**config.mk**
```make
export PLATFORM = sky130hd
export DESIGN_NAME = bg_tile_fetcher
export DESIGN_NICKNAME = d
export VERILOG_FILES = /design/src/rtl/bg_tile_fetcher_pkg.sv /design/src/rtl/bg_tile_fetcher_fifo.sv /design/src/rtl/bg_tile_fetcher.sv
export SDC_FILE = /design/constraint.sdc
export NUM_CORES = 1
export LEC_CHECK = 0
export CAP_MARGIN = 15
export CORE_MARGIN = 2
export CORE_UTILIZATION = 30
export CTS_CLUSTER_SIZE = 16
export DETAILED_ROUTE_END_ITERATION = 16
export GPL_TIMING_DRIVEN = 0
export HOLD_SLACK_MARGIN = 0.1
export PLACE_DENSITY = 0.54
export SYNTH_ARGS = -nofsm -noshare
export SYNTH_HDL_FRONTEND = slang
export SYNTH_SLANG_ARGS = --single-unit
```
**constraint.sdc**
```tcl
create_clock -name clk -period 3 [get_ports clk]
set_input_delay 0.75 -clock clk [delete_from_list [all_inputs] [get_ports clk]]
set_output_delay 0.75 -clock clk [all_outputs]
set_load 0.01 [all_outputs]
```
**src/rtl/bg_tile_fetcher_pkg.sv**
```systemverilog
// Shared definitions for the background tile fetcher: FSM states, nametable/attribute
// offsets, mirroring codes, the queued tile record and address helpers.
package bg_tile_fetcher_pkg;

    typedef enum logic [2:0] {
        ST_IDLE  = 3'd0,
        ST_NT    = 3'd1,
        ST_AT    = 3'd2,
        ST_PLO   = 3'd3,
        ST_PHI   = 3'd4,
        ST_PUSH  = 3'd5,
        ST_DRAIN = 3'd6
    } fetch_state_t;

    localparam logic [15:0] NT_STRIDE    = 16'h0400;
    localparam logic [15:0] ATTR_OFF     = 16'h03C0;
    localparam logic [15:0] PT_PLANE_OFF = 16'h0008;

    localparam logic [1:0] MIR_VERT      = 2'd0;
    localparam logic [1:0] MIR_HORIZ     = 2'd1;
    localparam logic [1:0] MIR_SINGLE_LO = 2'd2;
    localparam logic [1:0] MIR_SINGLE_HI = 2'd3;

    typedef struct packed {
        logic [7:0] pat_lo;
        logic [7:0] pat_hi;
        logic [1:0] pal;
        logic [2:0] fine_x;
    } tile_t;

    function automatic logic [15:0] nt_addr(input logic [15:0] base, input logic [1:0] sel,
                                            input logic [4:0] tr, input logic [4:0] tc);
        return base + (NT_STRIDE * {14'd0, sel}) + {6'd0, tr, 5'd0} + {11'd0, tc};
    endfunction

    // One attribute byte covers a 4x4 tile block, so only the upper 3 bits of tr/tc select it.
    function automatic logic [15:0] at_addr(input logic [15:0] base, input logic [1:0] sel,
                                            input logic [4:0] tr, input logic [4:0] tc);
        return base + (NT_STRIDE * {14'd0, sel}) + ATTR_OFF + {10'd0, tr[4:2], 3'd0}
               + {13'd0, tc[4:2]};
    endfunction

    function automatic logic [1:0] mirror_sel(input logic [1:0] mode, input logic [1:0] sel);
        logic [1:0] res;
        case (mode)
            MIR_VERT:      res = {1'b0, sel[0]};
            MIR_HORIZ:     res = {1'b0, sel[1]};
            MIR_SINGLE_LO: res = 2'b00;
            default:       res = 2'b01;
        endcase
        return res;
    endfunction

endpackage

```
**src/rtl/bg_tile_fetcher_fifo.sv**
```systemverilog
// Lookahead queue of finished tiles between the fetch FSM and the pixel shifter.
// Power-of-two depth, valid/ready pop, synchronous flush, occupancy count.
module bg_tile_fetcher_fifo
    import bg_tile_fetcher_pkg::*;
#(
    parameter int DEPTH = 2,
    localparam int AW   = (DEPTH > 1) ? $clog2(DEPTH) : 1
) (
    input  logic          clk,
    input  logic          rst_n,
    input  logic          flush,
    input  logic          push,
    input  tile_t         din,
    input  logic          pop,
    output tile_t         dout,
    output logic          valid,
    output logic [AW:0]   count
);

    localparam logic [AW:0] DEPTH_C = (AW+1)'(DEPTH);

    tile_t          mem [DEPTH];
    logic [AW-1:0]  wr_ptr;
    logic [AW-1:0]  rd_ptr;
    logic           pop_fire;
    logic           push_fire;

    assign valid     = (count != '0);
    assign pop_fire  = pop & valid;
    // A pop in the same cycle frees the slot, so push at full is still accepted.
    assign push_fire = push & ((count < DEPTH_C) | pop_fire);
    assign dout      = valid ? mem[rd_ptr] : '0;

    always_ff @(posedge clk) begin
        if (push_fire) begin
            mem[wr_ptr] <= din;
        end
    end

    always_ff @(posedge clk or negedge rst_n) begin
        if (!rst_n) begin
            wr_ptr <= '0;
            rd_ptr <= '0;
            count  <= '0;
        end else if (flush) begin
            wr_ptr <= '0;
            rd_ptr <= '0;
            count  <= '0;
        end else begin
            if (push_fire) begin
                wr_ptr <= wr_ptr + 1'b1;
            end
            if (pop_fire) begin
                rd_ptr <= rd_ptr + 1'b1;
            end
            case ({push_fire, pop_fire})
                2'b10:   count <= count + 1'b1;
                2'b01:   count <= count - 1'b1;
                default: count <= count;
            endcase
        end
    end

endmodule

```
**src/rtl/bg_tile_fetcher.sv**
```systemverilog
// Background tile fetcher: scroll-adjusted screen coords -> NT/AT/pattern fetches over a
// req/ack VRAM port, finished tiles queued for the shifter. Define MIRROR_REMAP_EN to remap NT/AT bits [11:10].
module bg_tile_fetcher
    import bg_tile_fetcher_pkg::*;
#(
    parameter int          FIFO_DEPTH = 2,
    parameter logic [15:0] NT_BASE    = 16'h2000,
    parameter logic [15:0] PT_HI_BASE = 16'h1000
) (
    input  logic                          clk,
    input  logic                          rst_n,
    input  logic                          flush,
    input  logic                          req_valid,
    output logic                          req_ready,
    input  logic [8:0]                    req_row,
    input  logic [8:0]                    req_col,
    input  logic [15:0]                   scroll,
    input  logic [7:0]                    ppu_ctrl1,
    input  logic [1:0]                    mirror_mode,
    output logic                          mem_req,
    output logic [15:0]                   mem_addr,
    input  logic                          mem_ack,
    input  logic [7:0]                    mem_rdata,
    output logic                          tile_valid,
    input  logic                          tile_ready,
    output logic [7:0]                    tile_pat_lo,
    output logic [7:0]                    tile_pat_hi,
    output logic [1:0]                    tile_pal,
    output logic [2:0]                    tile_fine_x,
    output logic [$clog2(FIFO_DEPTH):0]   fifo_count
);

    localparam int          CW      = $clog2(FIFO_DEPTH) + 1;
    localparam logic [CW-1:0] DEPTH_C = CW'(FIFO_DEPTH);

    fetch_state_t state;
    logic [1:0]   sel_reg;
    logic [4:0]   tr_reg;
    logic [4:0]   tc_reg;
    logic [2:0]   fy_reg;
    logic [2:0]   fine_x_reg;
    logic         pt_hi_reg;
    logic [7:0]   idx_reg;
    logic [1:0]   pal_reg;
    logic [7:0]   lo_reg;
    logic [7:0]   hi_reg;

    logic [10:0]  row_sum;
    logic [8:0]   row_wrap;
    logic [8:0]   col_wrap;
    logic [7:0]   r_local;
    logic [1:0]   raw_sel;
    logic [1:0]   eff_sel;
    logic [2:0]   attr_shift;
    logic [7:0]   attr_shifted;
    logic         fifo_push;
    tile_t        fifo_din;
    tile_t        fifo_dout;

    // Scrolled coordinates for the request currently on the inputs.
    always_comb begin
        row_sum = {2'b00, req_row} + {3'b000, scroll[15:8]} + (ppu_ctrl1[1] ? 11'd240 : 11'd0);
        if (row_sum >= 11'd960) begin
            row_wrap = 9'(row_sum - 11'd960);
        end else if (row_sum >= 11'd480) begin
            row_wrap = 9'(row_sum - 11'd480);
        end else begin
            row_wrap = row_sum[8:0];
        end
        col_wrap = req_col + {1'b0, scroll[7:0]} + {ppu_ctrl1[0], 8'd0};
        raw_sel  = {row_wrap >= 9'd240, col_wrap[8]};
        r_local  = (row_wrap >= 9'd240) ? 8'(row_wrap - 9'd240) : row_wrap[7:0];
    end

`ifdef MIRROR_REMAP_EN
    assign eff_sel = mirror_sel(mirror_mode, raw_sel);
    logic unused_bits;
    assign unused_bits = ^{ppu_ctrl1[7:5], ppu_ctrl1[3:2], col_wrap[2:0]};
`else
    assign eff_sel = raw_sel;
    logic unused_bits;
    assign unused_bits = ^{mirror_mode, ppu_ctrl1[7:5], ppu_ctrl1[3:2], col_wrap[2:0]};
`endif

    assign attr_shift   = {tr_reg[1], tc_reg[1], 1'b0};
    assign attr_shifted = mem_rdata >> attr_shift;

    assign req_ready = rst_n & (state == ST_IDLE) & (fifo_count < DEPTH_C) & ~flush;

    always_ff @(posedge clk or negedge rst_n) begin
        if (!rst_n) begin
            state      <= ST_IDLE;
            mem_req    <= 1'b0;
            mem_addr   <= 16'h0000;
            sel_reg    <= 2'b00;
            tr_reg     <= 5'd0;
            tc_reg     <= 5'd0;
            fy_reg     <= 3'd0;
            fine_x_reg <= 3'd0;
            pt_hi_reg  <= 1'b0;
            idx_reg    <= 8'h00;
            pal_reg    <= 2'b00;
            lo_reg     <= 8'h00;
            hi_reg     <= 8'h00;
        end else if (flush) begin
            // An outstanding bus read is never abandoned; wait out its ack and drop the data.
            if (mem_req && !mem_ack) begin
                state <= ST_DRAIN;
            end else begin
                state   <= ST_IDLE;
                mem_req <= 1'b0;
            end
        end else begin
            case (state)
                ST_IDLE: begin
                    if (req_valid && req_ready) begin
                        sel_reg    <= eff_sel;
                        tr_reg     <= r_local[7:3];
                        tc_reg     <= col_wrap[7:3];
                        fy_reg     <= r_local[2:0];
                        fine_x_reg <= req_col[2:0];
                        pt_hi_reg  <= ppu_ctrl1[4];
                        mem_req    <= 1'b1;
                        mem_addr   <= nt_addr(NT_BASE, eff_sel, r_local[7:3], col_wrap[7:3]);
                        state      <= ST_NT;
                    end
                end
                ST_NT: begin
                    if (mem_ack) begin
                        idx_reg  <= mem_rdata;
                        mem_addr <= at_addr(NT_BASE, sel_reg, tr_reg, tc_reg);
                        state    <= ST_AT;
                    end
                end
                ST_AT: begin
                    if (mem_ack) begin
                        pal_reg  <= attr_shifted[1:0];
                        mem_addr <= (pt_hi_reg ? PT_HI_BASE : 16'h0000)
                                    + {4'd0, idx_reg, 4'd0} + {13'd0, fy_reg};
                        state    <= ST_PLO;
                    end
                end
                ST_PLO: begin
                    if (mem_ack) begin
                        lo_reg   <= mem_rdata;
                        mem_addr <= mem_addr + PT_PLANE_OFF;
                        state    <= ST_PHI;
                    end
                end
                ST_PHI: begin
                    if (mem_ack) begin
                        hi_reg  <= mem_rdata;
                        mem_req <= 1'b0;
                        state   <= ST_PUSH;
                    end
                end
                ST_PUSH: begin
                    state <= ST_IDLE;
                end
                ST_DRAIN: begin
                    if (mem_ack) begin
                        mem_req <= 1'b0;
                        state   <= ST_IDLE;
                    end
                end
                default: begin
                    state   <= ST_IDLE;
                    mem_req <= 1'b0;
                end
            endcase
        end
    end

    assign fifo_push       = (state == ST_PUSH) & ~flush;
    assign fifo_din.pat_lo = lo_reg;
    assign fifo_din.pat_hi = hi_reg;
    assign fifo_din.pal    = pal_reg;
    assign fifo_din.fine_x = fine_x_reg;

    bg_tile_fetcher_fifo #(
        .DEPTH (FIFO_DEPTH)
    ) u_fifo (
        .clk   (clk),
        .rst_n (rst_n),
        .flush (flush),
        .push  (fifo_push),
        .din   (fifo_din),
        .pop   (tile_ready),
        .dout  (fifo_dout),
        .valid (tile_valid),
        .count (fifo_count)
    );

    assign tile_pat_lo = fifo_dout.pat_lo;
    assign tile_pat_hi = fifo_dout.pat_hi;
    assign tile_pal    = fifo_dout.pal;
    assign tile_fine_x = fifo_dout.fine_x;

endmodule

```
# ---- Word level (Yosys, flattened, before mapping)
# Memories as Yosys holds them, arrays and structs flattened.
# Index checks and enable logic that the tools add are counted.
dict set report totals {
  ff_bits 69
  ram_bits 42
  input_bits 58
  output_inout_bits 42
  memories 1
}
dict set report op_classes {
  addsub 21
  order_cmp 4
  n_eq_ne 21
  shift 1
  n_mux 33
  n_bitwise 8
  n_reduce_logical 19
}
# name words word_bits read_ports rd_clocked_by_memory_dff wr line_no
set memory_table {}
lappend memory_table {u_fifo.mem 2 21 1 0 1 bg_tile_fetcher_fifo.sv:22} ;# tile_t mem [DEPTH];
# operator count
set op_table {}
lappend op_table {{$mux 16} 4}
lappend op_table {{$pmux 16 s4} 1}
lappend op_table {{$add 14x12->15 const A} 2}
lappend op_table {{$mux 3} 8}
lappend op_table {{$mux 21} 1}
lappend op_table {{$mux 9} 2}
lappend op_table {{$pmux 3 s6} 1}
lappend op_table {{$sub 9x9->9 const B} 2}
lappend op_table {{$add 15x10->16} 1}
lappend op_table {{$add 15x10->16 const B} 1}
lappend op_table {{$add 16x3->16} 1}
lappend op_table {{$add 16x4->16 const B} 1}
lappend op_table {{$add 16x5->16} 1}
lappend op_table {{$add 16x6->16} 1}
lappend op_table {{$mux 8} 2}
lappend op_table {{$add 14x3->15} 1}
lappend op_table {{$ne 3x3->1 const B} 5}
lappend op_table {{$reduce_and 3->1} 5}
lappend op_table {{$add 13x12->14} 1}
lappend op_table {{$mux 13} 1}
lappend op_table {{$reduce_and 6->1} 2}
lappend op_table {{$add 10x8->11} 1}
lappend op_table {{$ge 11x10->1 const B} 1}
lappend op_table {{$ge 11x9->1 const B} 1}
lappend op_table {{other kinds (35)} 60}

# ---- Depth between registers and ports, before layout
dict set report depth {
  ltp_word 11
  ltp_mapped 21
  depth_no_buf 19
}

# ---- Hierarchy
# Synthesis repeated with hierarchy kept, for this count alone.
dict set report unflattened {
  hier_cells 538
  hier_area_um2 5855.6
}
# mod instances cells_per_inst area_each_um2 seq_area_each_um2
set modules_own_cells {}
lappend modules_own_cells {bg_tile_fetcher 1 423 4060.1 1576.5}
lappend modules_own_cells {bg_tile_fetcher_fifo 1 115 1795.5 1361.3}

# ---- Least setup slack after synthesis
# Ideal clock, no wire load.
dict set report synth_path {
  path_kind {input to register}
  startpoint {in req_row[4]}
  endpoint {reg mem_addr[8]}
  arrival_time_ns 4.497
  path_slack_ns -1.634
  path_stages 20
  path_buffers 1
  cell_sequence {inv_1 -> fa_1 -> inv_1 -> ha_1 -> and3_1 -> a21oi_1 -> a211o_1 -> inv_1 -> ha_1 -> nand2_1 -> or3_1 -> a211oi_2 -> nor2_1 -> xor2_1 -> ha_1 -> nand2_1 -> and4_4 -> buf_6 -> o32ai_1 -> a21oi_1}
}
dict set report synth_between {
  elab_chain_cells 11
  word_cells_on_any_way 15
  cone_classes {7 x add/sub; 3 x order compare; 5 x mux}
}
# item line_no
set synth_rtl {}
lappend synth_rtl {{start, declared} bg_tile_fetcher.sv:15} ;# input logic [8:0] req_row,
lappend synth_rtl {{$add 9x8->10 *} bg_tile_fetcher.sv:62} ;# row_sum = {2'b00, req_row} + {3'b000, scroll[15:8]} + (ppu_ctrl1[1] ? 11'd240 : 11'd0);
lappend synth_rtl {{$add 10x8->11 *} bg_tile_fetcher.sv:62}
lappend synth_rtl {{$sub 9x9->9 / $ge 11x9->1 (equally long branches)} {bg_tile_fetcher.sv:66, bg_tile_fetcher.sv:65}}
lappend synth_rtl {{$mux 9} bg_tile_fetcher.sv:65} ;# end else if (row_sum >= 11'd480) begin
lappend synth_rtl {{$mux 9 *} bg_tile_fetcher.sv:63} ;# if (row_sum >= 11'd960) begin
lappend synth_rtl {{$sub 8x8->8 / $ge 9x8->1 (equally long branches)} bg_tile_fetcher.sv:72} ;# r_local = (row_wrap >= 9'd240) ? 8'(row_wrap - 9'd240) : row_wrap[7:0];
lappend synth_rtl {{$mux 8 *} bg_tile_fetcher.sv:72}
lappend synth_rtl {{$add 15x10->16 *} bg_tile_fetcher_pkg.sv:33} ;# return base + (NT_STRIDE * {14'd0, sel}) + {6'd0, tr, 5'd0} + {11'd0, tc};
lappend synth_rtl {{$add 16x5->16 *} bg_tile_fetcher_pkg.sv:33}
lappend synth_rtl {{$mux 16 *} bg_tile_fetcher.sv:116} ;# if (req_valid && req_ready) begin
lappend synth_rtl {{$pmux 16 s4 *} bg_tile_fetcher.sv:114} ;# case (state)
lappend synth_rtl {{end signal, assigned} bg_tile_fetcher.sv:124} ;# mem_addr <= nt_addr(NT_BASE, eff_sel, r_local[7:3], col_wrap[7:3]);
lappend synth_rtl {{end signal, assigned} bg_tile_fetcher.sv:131} ;# mem_addr <= at_addr(NT_BASE, sel_reg, tr_reg, tc_reg);
lappend synth_rtl {{end signal, assigned} bg_tile_fetcher.sv:138} ;# mem_addr <= (pt_hi_reg ? PT_HI_BASE : 16'h0000)
lappend synth_rtl {{end, declared} bg_tile_fetcher.sv:21} ;# output logic [15:0] mem_addr,
# Every way passes the cells marked *; elsewhere a longest branch is shown, timed or not. The select of a mux whose other input is x is not followed.
# A chain may end at the register's enable or synchronous reset.

# ---- Worst setup path after layout
dict set report layout_path {
  startpoint {in ppu_ctrl1[1]}
  endpoint {reg tr_reg[2]}
}
dict set report layout_between {
  elab_chain_cells 7
  word_cells_on_any_way 11
  cone_classes {4 x add/sub; 3 x order compare; 4 x mux}
}
# item line_no
set layout_rtl {}
lappend layout_rtl {{start, declared} bg_tile_fetcher.sv:18} ;# input logic [7:0] ppu_ctrl1,
lappend layout_rtl {{$mux 8 *} bg_tile_fetcher.sv:62}
lappend layout_rtl {{$add 10x8->11 *} bg_tile_fetcher.sv:62}
lappend layout_rtl {{$sub 9x9->9 / $ge 11x9->1 (equally long branches)} {bg_tile_fetcher.sv:66, bg_tile_fetcher.sv:65}}
lappend layout_rtl {{$mux 9} bg_tile_fetcher.sv:65}
lappend layout_rtl {{$mux 9 *} bg_tile_fetcher.sv:63}
lappend layout_rtl {{$sub 8x8->8 / $ge 9x8->1 (equally long branches)} bg_tile_fetcher.sv:72}
lappend layout_rtl {{$mux 8 *} bg_tile_fetcher.sv:72}
lappend layout_rtl {{end signal, assigned} bg_tile_fetcher.sv:118} ;# tr_reg <= r_local[7:3];
lappend layout_rtl {{end, declared} bg_tile_fetcher.sv:38} ;# logic [4:0] tr_reg;
# Every way passes the cells marked *; elsewhere a longest branch is shown, timed or not.

==> impl_metrics.env <==
export IMPL_rsz0062_at_grt="true"
export IMPL_setup_slack_ns=-1.27
export IMPL_async_reset_ff_share_pct=61.5
export IMPL_final_cells=983
export IMPL_tightest_slew_ns=0.746
export IMPL_initial_utilization_pct=30.8
export IMPL_cts_hold_buf=0
export IMPL_crit_arrival_ns=4.48
export IMPL_largestRegisters="u_fifo.mem x42, mem_addr x16"
export IMPL_syn_nets=655
export IMPL_cts_buffer_depth=2
export IMPL_synthAdderAreaFrac_pct=6.44
export IMPL_synth_top_family_by_area="simple AND/OR/NAND/NOR gates"
export IMPL_violations="setup timing"
export IMPL_io_pins=100
export IMPL_synth_simple_area_share_pct=14.5
export IMPL_reg2reg_slack_ns=0.28
export IMPL_placed_area_mm2=0.00740
export IMPL_final_common_cell="clkdlybuf4s50_1"
export IMPL_leakagePower_uw=0.00322
export IMPL_syn_inst=569
export IMPL_antenna_left=0
export IMPL_die_w_um=146
export IMPL_ys_warn_count=0
export IMPL_crit_slowest_cell="fa_1"
export IMPL_area_growth_pct=37.0
export IMPL_grt_pass1_wl_um=25300
export IMPL_cts_tree="done"
export IMPL_synth_flop_cell="dfrtp_1"
export IMPL_cts_root_buf="clkbuf_16"
export IMPL_firstDrtPassIters=4
export IMPL_initialDrtViolationCount=273
export IMPL_holdCritPathClass="in2async"
export IMPL_vias=4854
export IMPL_cts_made_buffers=9
export IMPL_most_common_layout_cells="73 x clkdlybuf4s50_1, 67 x dfrtp_1, 63 x nand2_1"
export IMPL_place_ws_ns=-2.48
export IMPL_grt_max_degree=69
export IMPL_max_freq_mhz=234
export IMPL_synth_mux_area_share_pct=10.3
export IMPL_critPathBufInv=4
export IMPL_skew_ns=0.00713
export IMPL_worstSetupStartpointType="input port"
export IMPL_ys_ff_latch=109
export IMPL_syn_area_mm2=0.00602
export IMPL_timing_final_hold_violations=0
export IMPL_drv_slew=0
export IMPL_fin_crit_ns=4.27
export IMPL_synth_edf_count=42
export IMPL_avgSynthCellArea_um2=10.6
export IMPL_crit_top_cell="buf_6"
export IMPL_setup_viol=10
export IMPL_critical_path_class="in2reg"
export IMPL_synth_compound_area_share_pct=14.3
export IMPL_diodes=0
export IMPL_core_area_mm2=0.0196
export IMPL_largest_reg_flops=42
export IMPL_crit_required_ns=3.21
export IMPL_clk_latency_ns=0.35
export IMPL_drive_gt1_share_pct=23.8
export IMPL_fin_hold_ws_ns=0.283
export IMPL_wl_per_cell_um=16.1
export IMPL_regToRegEndpoint="mem_addr[8]$_DFFE_PN0P_"
export IMPL_fin_crit_sh_pct=142
export IMPL_routabilityCongestion=0.818
export IMPL_max_slew_margin_pct=49.9
export IMPL_grt_pass1_vias=4929
export IMPL_fin_tns_setup_ns=-11.67
export IMPL_track_usage_pct=14.8
export IMPL_fp_dieH_um=146
export IMPL_regMostFlops="u_fifo.mem"
export IMPL_status="complete, but fails checks"
export IMPL_row_count=51
export IMPL_dp_hpwl_um=11800
export IMPL_cts_clk_slew_worst_paths_ns=0.07
export IMPL_synthXorXnorAreaFrac_pct=2.76
export IMPL_drc=0
export IMPL_die_area_mm2=0.0212
export IMPL_vias_per_cell=4.94
export IMPL_cpLargestDelayFamily="adder cells"
export IMPL_ctsHtreeMaxLevel=3
export IMPL_place_inst=929
export IMPL_grt_ovfl_total=0
export IMPL_ir_drop_v=0.000309
export IMPL_seq_area_frac_synth_pct=48.8
export IMPL_antenna_found_initial=0
export IMPL_cp_end_kind="register"
export IMPL_reg2reg_from="state[0]$_DFFE_PN0P_"
export IMPL_clock_sinks=109
export IMPL_pwr_density_cell_mw_per_mm2=686
export IMPL_wl_um=15800
export IMPL_path_cells="buf_12, buf_6, fa_1, ha_4, buf_6, o21a_1, o21a_2, nor2_4, ha_4, nand2_2, or3_4, a211oi_4, nor2_1, xor2_1, ha_2, nand2_1, and4_4, buf_6, o211ai_1, o211ai_1"
export IMPL_drv_cap=0
export IMPL_ys_types=70
export IMPL_worstPathMaxFanout=6
export IMPL_port_buffer_count=92
export IMPL_fin_area_mm2=0.00825
export IMPL_fillCellCount=1914
export IMPL_cpPeakStageDelay_ns=0.59
export IMPL_r2r_cells=10
export IMPL_fin_nets=799
-- stage by stage --
step / utilization [%] / total power (uW)
2_1_floorplan: - / 3400
3_3_place_gp: 37.6 / 4060
3_5_place_dp: 37.8 / 4110
4_1_cts: 41.3 / 5540
5_1_grt: 42.1 / 6010
6_report: 42.1 / 5660
-- repair_timing --
| item | in CTS | in global routing |
|---|---|---|
| pin swaps | 40 | 24 |
| cloned | 0 | 0 |
| buffers inserted | 30 | 9 |
| gates resized for setup | 84 | 25 |
| endpoints found under the setup margin | 44 | 27 |
-- worst max path at each step --
stage                             from                       to  slack, ns  cells after the start
final                     ppu_ctrl1[1]    tr_reg[2]$_DFFE_PN0P_      -1.27                     20
after global routing        req_row[4]    tr_reg[2]$_DFFE_PN0P_      -1.41                     21
after CTS                 ppu_ctrl1[1]  mem_addr[7]$_DFFE_PN0P_      -1.23                     20
after detailed placement  ppu_ctrl1[1]  mem_addr[8]$_DFFE_PN0P_      -2.48                     21
after global placement           rst_n  mem_addr[6]$_DFFE_PN0P_      -3.10                      8
after floorplan             req_row[5]    tr_reg[1]$_DFFE_PN0P_      -1.46                     19
-- power by group --
part | internal [uW] | switching [uW] | total, uW
combinational | 1190 | 1080 | 2270
clock | 579 | 557 | 1140
sequential | 1930 | 320 | 2250
-- logic make-up after synthesis --
family                     Yosys count
and+or+nand+nor                    190
AOI/OAI and AO/OA                  124
DFF                                109
muxes                               56
buffers and inverters               43
adders and majority gates           28
xor gates and xnor gates            19
-- layer usage --
layer / share of wire [%] / wire length (um) / track usage [%]
met5: 0 / 0 / 0
met4: 1.1 / 172 / 3.68
met3: 4.1 / 647 / 2.41
met2: 53 / 8310 / 27.6
met1: 42 / 6660 / 17.7
-- final cells by class --
cell class	instances	area (um^2)	share of cell area, %
buffer	23	100	1.21
tap	265	332	4.02
inverter	19	73.8	0.894
timing repair buffer	134	1270	15.4
sequential	109	2940	35.6
clock buffer	10	229	2.77
multi-input combinational	417	3260	39.5
clock inverter	6	51.3	0.621
-- synthesized netlist by cell type (3+ instances only) --
library cell,instances,area [um^2]
dfrtp_1,67,1680
nand2_1,64,240
nor2_1,61,229
edfxtp_1,42,1260
a21oi_1,28,140
mux2_2,28,315
o21ai_0,28,140
mux2i_1,26,260
ha_1,23,288
clkbuf_1,19,71.3
inv_1,19,71.3
nand3_1,16,80.1
xor2_1,10,87.6
nand2b_1,9,56.3
xnor2_1,9,78.8
nor3_1,8,40.0
a21o_1,6,45.0
o211ai_1,6,45.0
and3_1,5,31.3
fa_1,5,100
o21a_1,5,37.5
o22ai_1,5,31.3
a31oi_1,4,25.0
nor2b_1,4,25.0
a211oi_1,3,22.5
a211oi_2,3,37.5
a22o_1,3,26.3
a22oi_1,3,22.5
buf_1,3,11.3
o221ai_1,3,26.3
or2_2,3,18.8
or3_1,3,18.8
No activity file was read; power rests on OpenSTA's default activity.
